<file path="config.mk">
export PLATFORM = sky130hd
export DESIGN_NAME = key_event_decoder
export DESIGN_NICKNAME = d
export VERILOG_FILES = /design/src/rtl/hangman_keys_pkg.sv /design/src/rtl/scan2ascii.sv /design/src/rtl/key_event_decoder.sv
export SDC_FILE = /design/constraint.sdc
export NUM_CORES = 1
export LEC_CHECK = 0
export BUFFER_PORTS_ARGS = -buffer_cell sky130_fd_sc_hd__clkbuf_2
export CORE_MARGIN = 2
export CORE_UTILIZATION = 50
export CTS_BUF_LIST = sky130_fd_sc_hd__clkbuf_2 sky130_fd_sc_hd__clkbuf_4 sky130_fd_sc_hd__clkbuf_8
export CTS_CLUSTER_SIZE = 16
export DETAILED_ROUTE_END_ITERATION = 10
export PLACE_DENSITY = 0.79
export REMOVE_ABC_BUFFERS = 1
export SLEW_MARGIN = 10
export SYNTH_ARGS = -nofsm -noshare
export SYNTH_HDL_FRONTEND = slang
export SYNTH_HIERARCHICAL = 1
export SYNTH_SLANG_ARGS = --single-unit
</file>
<file path="constraint.sdc">
create_clock -name clock -period 6.45 [get_ports clock]
set_input_delay 0 -clock clock [delete_from_list [all_inputs] [get_ports clock]]
set_output_delay 0 -clock clock [all_outputs]
set_load 0.02 [all_outputs]
</file>
<file path="src/rtl/hangman_keys_pkg.sv">
// Shared PS/2 set-2 scan-code constants, internal key codes and parser state
// encoding for the Hangman keyboard path.
package hangman_keys_pkg;

  localparam logic [7:0] SC_EXT   = 8'hE0;
  localparam logic [7:0] SC_BRK   = 8'hF0;
  localparam logic [7:0] SC_ENTER = 8'h5A;
  localparam logic [7:0] SC_BKSP  = 8'h66;
  localparam logic [7:0] SC_LEFT  = 8'h6B;
  localparam logic [7:0] SC_RIGHT = 8'h74;

  localparam logic [7:0] KEY_NONE  = 8'h00;
  localparam logic [7:0] KEY_ENTER = 8'h0A;
  localparam logic [7:0] KEY_BKSP  = 8'h08;
  localparam logic [7:0] KEY_RIGHT = 8'h12;
  localparam logic [7:0] KEY_LEFT  = 8'h14;

  typedef enum logic [1:0] {
    ST_IDLE,
    ST_EXT,
    ST_BRK,
    ST_EXT_BRK
  } kbd_state_e;

  function automatic logic is_letter_code(input logic [7:0] code);
    return (code >= 8'h41) && (code <= 8'h5A);
  endfunction

endpackage

</file>
<file path="src/rtl/scan2ascii.sv">
// Combinational translation of a set-2 scan code (plus E0-extended flag) into
// the internal key code; anything unrecognised maps to KEY_NONE.
module scan2ascii
  import hangman_keys_pkg::*;
(
  input  logic [7:0] scan_code,
  input  logic       ext,
  output logic [7:0] code
);

  always_comb begin
    code = KEY_NONE;
    if (ext) begin
      case (scan_code)
        SC_RIGHT: code = KEY_RIGHT;
        SC_LEFT:  code = KEY_LEFT;
        default:  code = KEY_NONE;
      endcase
    end else begin
      case (scan_code)
        8'h1C: code = 8'h41;  // A
        8'h32: code = 8'h42;  // B
        8'h21: code = 8'h43;  // C
        8'h23: code = 8'h44;  // D
        8'h24: code = 8'h45;  // E
        8'h2B: code = 8'h46;  // F
        8'h34: code = 8'h47;  // G
        8'h33: code = 8'h48;  // H
        8'h43: code = 8'h49;  // I
        8'h3B: code = 8'h4A;  // J
        8'h42: code = 8'h4B;  // K
        8'h4B: code = 8'h4C;  // L
        8'h3A: code = 8'h4D;  // M
        8'h31: code = 8'h4E;  // N
        8'h44: code = 8'h4F;  // O
        8'h4D: code = 8'h50;  // P
        8'h15: code = 8'h51;  // Q
        8'h2D: code = 8'h52;  // R
        8'h1B: code = 8'h53;  // S
        8'h2C: code = 8'h54;  // T
        8'h3C: code = 8'h55;  // U
        8'h2A: code = 8'h56;  // V
        8'h1D: code = 8'h57;  // W
        8'h22: code = 8'h58;  // X
        8'h35: code = 8'h59;  // Y
        8'h1A: code = 8'h5A;  // Z
        SC_ENTER: code = KEY_ENTER;
        SC_BKSP:  code = KEY_BKSP;
        default:  code = KEY_NONE;
      endcase
    end
  end

endmodule

</file>
<file path="src/rtl/key_event_decoder.sv">
// Parses PS/2 make/break/E0 byte sequences into a press pulse, a held-key level
// and an arrow-driven letter cursor for the Hangman control path.
module key_event_decoder
  import hangman_keys_pkg::*;
#(
  parameter int unsigned TIMEOUT_CYCLES = 1000000,
  parameter int unsigned MAX_POS        = 9
) (
  input  logic       clock,
  input  logic       resetn,
  input  logic [7:0] scan_code,
  input  logic       scan_code_ready,
  output logic [7:0] key_held,
  output logic       key_press,
  output logic [7:0] key_ascii,
  output logic       is_letter,
  output logic       is_enter,
  output logic [3:0] cursor
);

  localparam int unsigned   CW      = (TIMEOUT_CYCLES > 1) ? $clog2(TIMEOUT_CYCLES) : 1;
  localparam logic [CW-1:0] TO_LAST = CW'(TIMEOUT_CYCLES - 1);
  localparam logic [3:0]    POS_MAX = 4'(MAX_POS);

  kbd_state_e    state_q, state_d;
  logic [CW-1:0] tmo_q, tmo_d;

  logic       ext_sel, make_evt, rel_evt;
  logic [7:0] code;

  logic [7:0] held_q, held_d;
  logic [7:0] ascii_q, ascii_d;
  logic       press_q, press_d;
  logic       letter_q, letter_d;
  logic       enter_q, enter_d;
  logic [3:0] cursor_q, cursor_d;

  always_ff @(posedge clock) begin
    if (!resetn) begin
      state_q <= ST_IDLE;
      tmo_q   <= '0;
    end else begin
      state_q <= state_d;
      tmo_q   <= tmo_d;
    end
  end

  // A byte arriving on the timeout edge takes priority over the timeout.
  always_comb begin
    state_d = state_q;
    tmo_d   = '0;
    if (scan_code_ready) begin
      case (state_q)
        ST_IDLE: begin
          if (scan_code == SC_EXT)      state_d = ST_EXT;
          else if (scan_code == SC_BRK) state_d = ST_BRK;
        end
        ST_EXT:     state_d = (scan_code == SC_BRK) ? ST_EXT_BRK : ST_IDLE;
        ST_BRK:     state_d = ST_IDLE;
        ST_EXT_BRK: state_d = ST_IDLE;
        default:    state_d = ST_IDLE;
      endcase
    end else if (state_q != ST_IDLE) begin
      if (tmo_q == TO_LAST) state_d = ST_IDLE;
      else                  tmo_d   = tmo_q + CW'(1);
    end
  end

  always_comb begin
    ext_sel  = (state_q == ST_EXT) || (state_q == ST_EXT_BRK);
    make_evt = 1'b0;
    rel_evt  = 1'b0;
    if (scan_code_ready) begin
      case (state_q)
        ST_IDLE:    make_evt = (scan_code != SC_EXT) && (scan_code != SC_BRK);
        ST_EXT:     make_evt = (scan_code != SC_BRK);
        ST_BRK:     rel_evt  = 1'b1;
        ST_EXT_BRK: rel_evt  = 1'b1;
        default:    make_evt = 1'b0;
      endcase
    end
  end

  scan2ascii u_scan2ascii (
    .scan_code (scan_code),
    .ext       (ext_sel),
    .code      (code)
  );

  always_comb begin
    held_d   = held_q;
    ascii_d  = ascii_q;
    press_d  = 1'b0;
    letter_d = letter_q;
    enter_d  = enter_q;
    cursor_d = cursor_q;
    if (make_evt && (code != KEY_NONE) && (code != held_q)) begin
      held_d   = code;
      ascii_d  = code;
      press_d  = 1'b1;
      letter_d = is_letter_code(code);
      enter_d  = (code == KEY_ENTER);
      if ((code == KEY_RIGHT) && (cursor_q < POS_MAX)) cursor_d = cursor_q + 4'd1;
      if ((code == KEY_LEFT) && (cursor_q != 4'd0))    cursor_d = cursor_q - 4'd1;
    end else if (rel_evt && (code == held_q)) begin
      held_d = KEY_NONE;
    end
  end

  always_ff @(posedge clock) begin
    if (!resetn) begin
      held_q   <= KEY_NONE;
      ascii_q  <= KEY_NONE;
      press_q  <= 1'b0;
      letter_q <= 1'b0;
      enter_q  <= 1'b0;
      cursor_q <= '0;
    end else begin
      held_q   <= held_d;
      ascii_q  <= ascii_d;
      press_q  <= press_d;
      letter_q <= letter_d;
      enter_q  <= enter_d;
      cursor_q <= cursor_d;
    end
  end

  assign key_held  = held_q;
  assign key_press = press_q;
  assign key_ascii = ascii_q;
  assign is_letter = letter_q;
  assign is_enter  = enter_q;
  assign cursor    = cursor_q;

endmodule

</file>
Word-level counts from Yosys, hierarchy flattened
Memories as Yosys holds them, arrays and structs flattened.
Cells that the tools add are included.
Widths: inputs -> output; s select.

storage, ports and cells
  bits in registers = 45
  bits in latches = 0
  memory bits (writable) = 0
  memory bits (read-only) = 768
  input port bits = 11
  output and inout port bits = 23
  word-level logic and storage cells = 72
  memories = 1

memory list
  memory            words  width  read ports  clocked after Yosys merged registers in  wr ports  RTL line          text
  (name not given)  128    6      1           0                                        0         scan2ascii.sv:20  case (scan_code)

operators by class
  add/sub/neg operators = 3
  multiply operators = 0
  divide/modulo/power cells = 0
  $lt $le $gt $ge = 3
  equal/unequal tests = 16
  shifts and indexed selects = 0
  mux-type cells = 19
  bitwise logic cells = 2
  reduce and logical (&&, ||, !) cells = 20

operators with widths
  kind                   number
  $mux 8                 4
  $add 20x1->20 const B  1
  $eq 20x20->1 const B   1
  $eq 8x5->1 const B     2
  $eq 8x7->1 const B     2
  $eq 8x8->1 const B     2
  $ne 8x8->1 const B     2
  $mux 2                 6
  $pmux 5 s2             1
  $reduce_bool 2->1      5
  $eq 8x4->1 const B     1
  $eq 8x8->1             1
  $ge 8x7->1 const B     1
  $le 8x7->1 const B     1
  $mux 4                 2
  $ne 8x8->1             1
  $reduce_bool 8->1      1
  $logic_and 1x1->1      7
  $pmux 2 s3             1
  $add 4x1->4 const B    1
  $eq 2x2->1 const B     2
  $lt 4x4->1 const B     1
  $mux 1                 4
  $ne 4x4->1 const B     1
  other kinds (11)       12

Logic depth before layout (Yosys ltp)
  word-level depth = 7
  depth in mapped cells = 18
  gate-level depth less buffers = 17

By module
Netlist, hierarchy kept.

by module, submodules not included
  module             instances  cells an instance  area an instance (um2)  sequential area each (um2)
  key_event_decoder  1          249                2182.1                  900.9
  scan2ascii         1          111                768.2                   0.0

Least setup slack after synthesis
Ideal clock, no wire load.

  path kind = input to register
  from = input port scan_code[1]
  to = register cursor_q[3] (netlist: cursor[3])
  setup time = 0.123 ns
  data arrival time = 3.269 ns
  required time = 6.327 ns
  slack = 3.058 ns
  stages = 17
  buffers on the path = 0
  cell sequence = inv_2 > ha_1 > nand2_1 > a21oi_1 > a211o_1 > a311oi_1 > a2111oi_0 > or4_4 > nor4_1 > o21ai_0 > inv_1 > ha_1 > a21o_1 > a21oi_1 > nand3_1 > a21oi_1 > o32ai_1

between the ends
  longest elaborated chain between the ends = 7
  elaborated cells between the ends (all ways) = 22
  classes of those cells = 7 x eq/ne; 6 x mux; 8 x reduce/logical; 1 x memory

ends and longest elaborated chain
  element                                                                  RTL line                                                                     text
  start, declared                                                          key_event_decoder.sv:11                                                      input logic [7:0] scan_code,
  $mem_v2 128x6 *                                                          n/a
  $mux 8 *                                                                 scan2ascii.sv:20
  $mux 8 *                                                                 scan2ascii.sv:13                                                             if (ext) begin
  named net code[0]                                                        key_event_decoder.sv:29                                                      logic [7:0] code;
  $eq 8x5->1, or another cell as far along                                 key_event_decoder.sv:103                                                     if ((code == KEY_RIGHT) && (cursor_q < POS_MAX)) cursor_d = cursor_q + 4'd1;
  $logic_and 1x1->1 (on tied branches)                                     key_event_decoder.sv:103, key_event_decoder.sv:97, key_event_decoder.sv:104
  $reduce_bool 2->1 (no source line) or $logic_and 1x1->1 (tied branches)  n/a
  $reduce_and 2->1 (no source line)                                        n/a
  end signal, assigned                                                     key_event_decoder.sv:124                                                     cursor_q <= cursor_d;
  end, declared                                                            key_event_decoder.sv:36                                                      logic [3:0] cursor_q, cursor_d;

Mark *: on every way through the listed nets, which the timed path passes. The rest lies on a longest branch.
A chain may end at the register's enable or synchronous reset.

Worst setup path in the final report
Ends and elaborated chain as after synthesis.

==> metrics <==
DR vias/cell roughly 6.1; GRT Total Usage 0.217; initial antenna violation count 0; total core area 5610 um2; GRT overflow 0; Pleak 0.00120 uW; FF-to-FF setup slack 2780 ps; element type at the critical path start input port; Num CTS Buffers 5; Slew @ Worst Pin about 1200 ps; htree depth 2; clk_skew 7.17 ps; Total Power approximately 580 uW; worst IR drop on VDD 160 uV; clock root buffer clkbuf_8; multi-input logic area 1870 um2; Syn-to-layout area delta 8.78%; worst endpoint required time 6640 ps; final worst slack 2630 ps; power per cell area 180 nW/um2; CP bufs+invs 3; Die Y 80.8 um; Syn Area/Cell 8.20 um2; Post-CTS Setup Inserts 0; nature of the critical path endpoint register; wire per inst 14.9 um; final cycle utilization of the critical path 0.592; CP max FO 9; CTS resizes 0; HPWL Detailed 4.82 mm; Hold Vio Cnt, Final 0; nets@finish 404; initial core utilization 0.526; Seq/Total Area, Yosys 0.305; Post-Syn Instances 360; critical path class in -> reg; DIE AREA 6530 um2; Die Wd 80.8 um; CP arrival 4010 ps; largest delay contributor family on the critical path compound AO/OA/AOI/OAI gates; worst hold path type in -> reg; drt total wl 6.77 mm; DRC 0; Max transition margin 0.219; TritonCTS Sinks 45; drt pass-1 iters 6; I/O pin total 34; diodes inserted 0; largest net degree at the start of global routing 25; min cycle time layout ~3800 ps; RSZ-0062 raised after global routing no; f_max 262 MHz; CTS tree done; synth unique cells 69; status complete, no violations; starting DRC count in detailed routing 363; Crit path largest cell delay 620 ps; clk_lat worst skew 310 ps; Top cell by count, worst path a21oi_1; clk buf depth 2; Cell Area, Synth 2950 um2; ys async rst share 0; post-route ant nets 0; CP cell instances clkbuf_2 -> inv_2 -> ha_1 -> nand2_1 -> a21oi_1 -> a211o_1 -> a311oi_1 -> a2111oi_1 -> or4_4 -> nor4_1 -> o21ai_0 -> inv_1 -> ha_1 -> a21o_1 -> a21oi_1 -> nand3_1 -> a21oi_1 -> o32ai_1; via count 2779; Final TNS setup 0 ps; Synth Flop Type dfxtp_1; Port Buffers 33; CP max-delay cell or4_4; global-route wire length before repair between 10 and 15 mm; synth warn 6; share of cells above drive strength 1 0.178; Row Count 27; clock slew at reported path FFs 80 ps; count of max-cap constraint violations 0; Pins Over Slew Limit 0; synthesized flop and latch total 45; Placer Congestion 0.943; EDFF count, synth 0; dpl ws 2410 ps; register area 901 um2; fillers 535; endpoints failing setup 0; vias in the first global route approximately 2500; # hold bufs at CTS 0
layout by cell type (no fill, tap or decap), types with 5 or more instances in the layout:
cell	count
dfxtp_1	45
nand2_1	41
nor2_1	35
clkbuf_2	33
a21oi_1	27
xor2_1	18
nand3_1	12
xnor2_1	10
ha_1	10
inv_1	9
a32o_1	9
nand4_1	8
o21ai_0	7
nor3_1	7
nand2b_1	7
clkbuf_8	6
nor2b_1	5
routing by layer:
metal  vias up  global-route usage  share of wire
met2       106               0.365           0.49
li1       1349                   -              -
met3        13              0.0556          0.064
met4         0              0.0407          0.013
met1      1311               0.283           0.43
met5         -                   0              0
worst paths after layout:
check | start | end | depth (start not counted)
worst min-delay path | resetn | cursor[3] | 3
worst max register to register | state_q[0] | cursor[3] | 14
worst max-delay path | scan_code[1] | cursor[3] | 18
worst min register to register | is_enter | is_enter | 2
Yosys cell counts, types with 3 or more instances:
cell	count	area (um2)
o21ai_0	7	35.0
nand2_1	41	154
buf_2	8	40.0
ha_1	10	125
a21o_1	3	22.5
inv_2	3	11.3
xnor2_1	10	87.6
clkbuf_1	8	30.0
a41oi_1	3	26.3
o21ai_1	3	15.0
nand3b_1	3	22.5
inv_1	9	33.8
nand2b_1	7	43.8
a21oi_1	27	135
o211ai_1	3	22.5
nand3_1	12	60.1
xor2_1	18	158
nor2_1	35	131
nand4_1	8	50.1
dfxtp_1	45	901
nor4_1	4	25.0
nor3_1	7	35.0
nor2_2	3	18.8
a32o_1	9	90.1
nor2b_1	5	31.3
buf_4	5	37.5
a311oi_1	4	35.0
state kept, by name, indices dropped and copies added, names as in the netlist:
| name | flops |
|---|---|
| is_letter | 1 |
| is_enter | 1 |
| tmo_q | 20 |
| key_press | 1 |
| state_q | 2 |
| key_held | 8 |
| key_ascii | 8 |
| cursor | 4 |
report_power, final:
group	switching [uW]	internal [uW]
Sequential	3.98	283
Clock	101	88.2
Combinational	66.9	33.5
Total	171	405
cell type report:
cell class | count | share of cell area
clock inverter | 2 | 0.00507
timing repair buffer | 37 | 0.0608
multi-input combinational | 279 | 0.582
inverter | 14 | 0.0172
clock buffer | 6 | 0.0257
tap | 72 | 0.0281
sequential | 45 | 0.281
kinds of logic (layout without fill, tap and decap cells):
group / count (synthesis) / count (layout) / synth area share
mux: 3 / 3 / 0.0106
other cells: 1 / 2 / 0.00127
simple gates: 144 / 144 / 0.258
compound gates: 91 / 91 / 0.229
xor+xnor: 28 / 28 / 0.0831
buf+inv: 37 / 59 / 0.0628
flops: 45 / 45 / 0.305
fa+ha+maj: 11 / 11 / 0.0492
tightest hold or removal path, stage by stage:
cell	delay, ps
clkbuf_2	130
nand2_1	80
o32ai_1	70
stage by stage:
step / area, um2 / hold slack [ps] / instances / utilization
2_1_floorplan: 2820 / 161 / 338 / -
3_3_place_gp: 3110 / 327 / 447 / 0.555
3_5_place_dp: 3110 / 345 / 447 / 0.555
4_1_cts: 3210 / 22.8 / 455 / 0.572
5_1_grt: 3210 / 39.7 / 455 / 0.572
6_report: 3210 / 27.0 / 455 / 0.572
(Power assumes the default switching activity.)
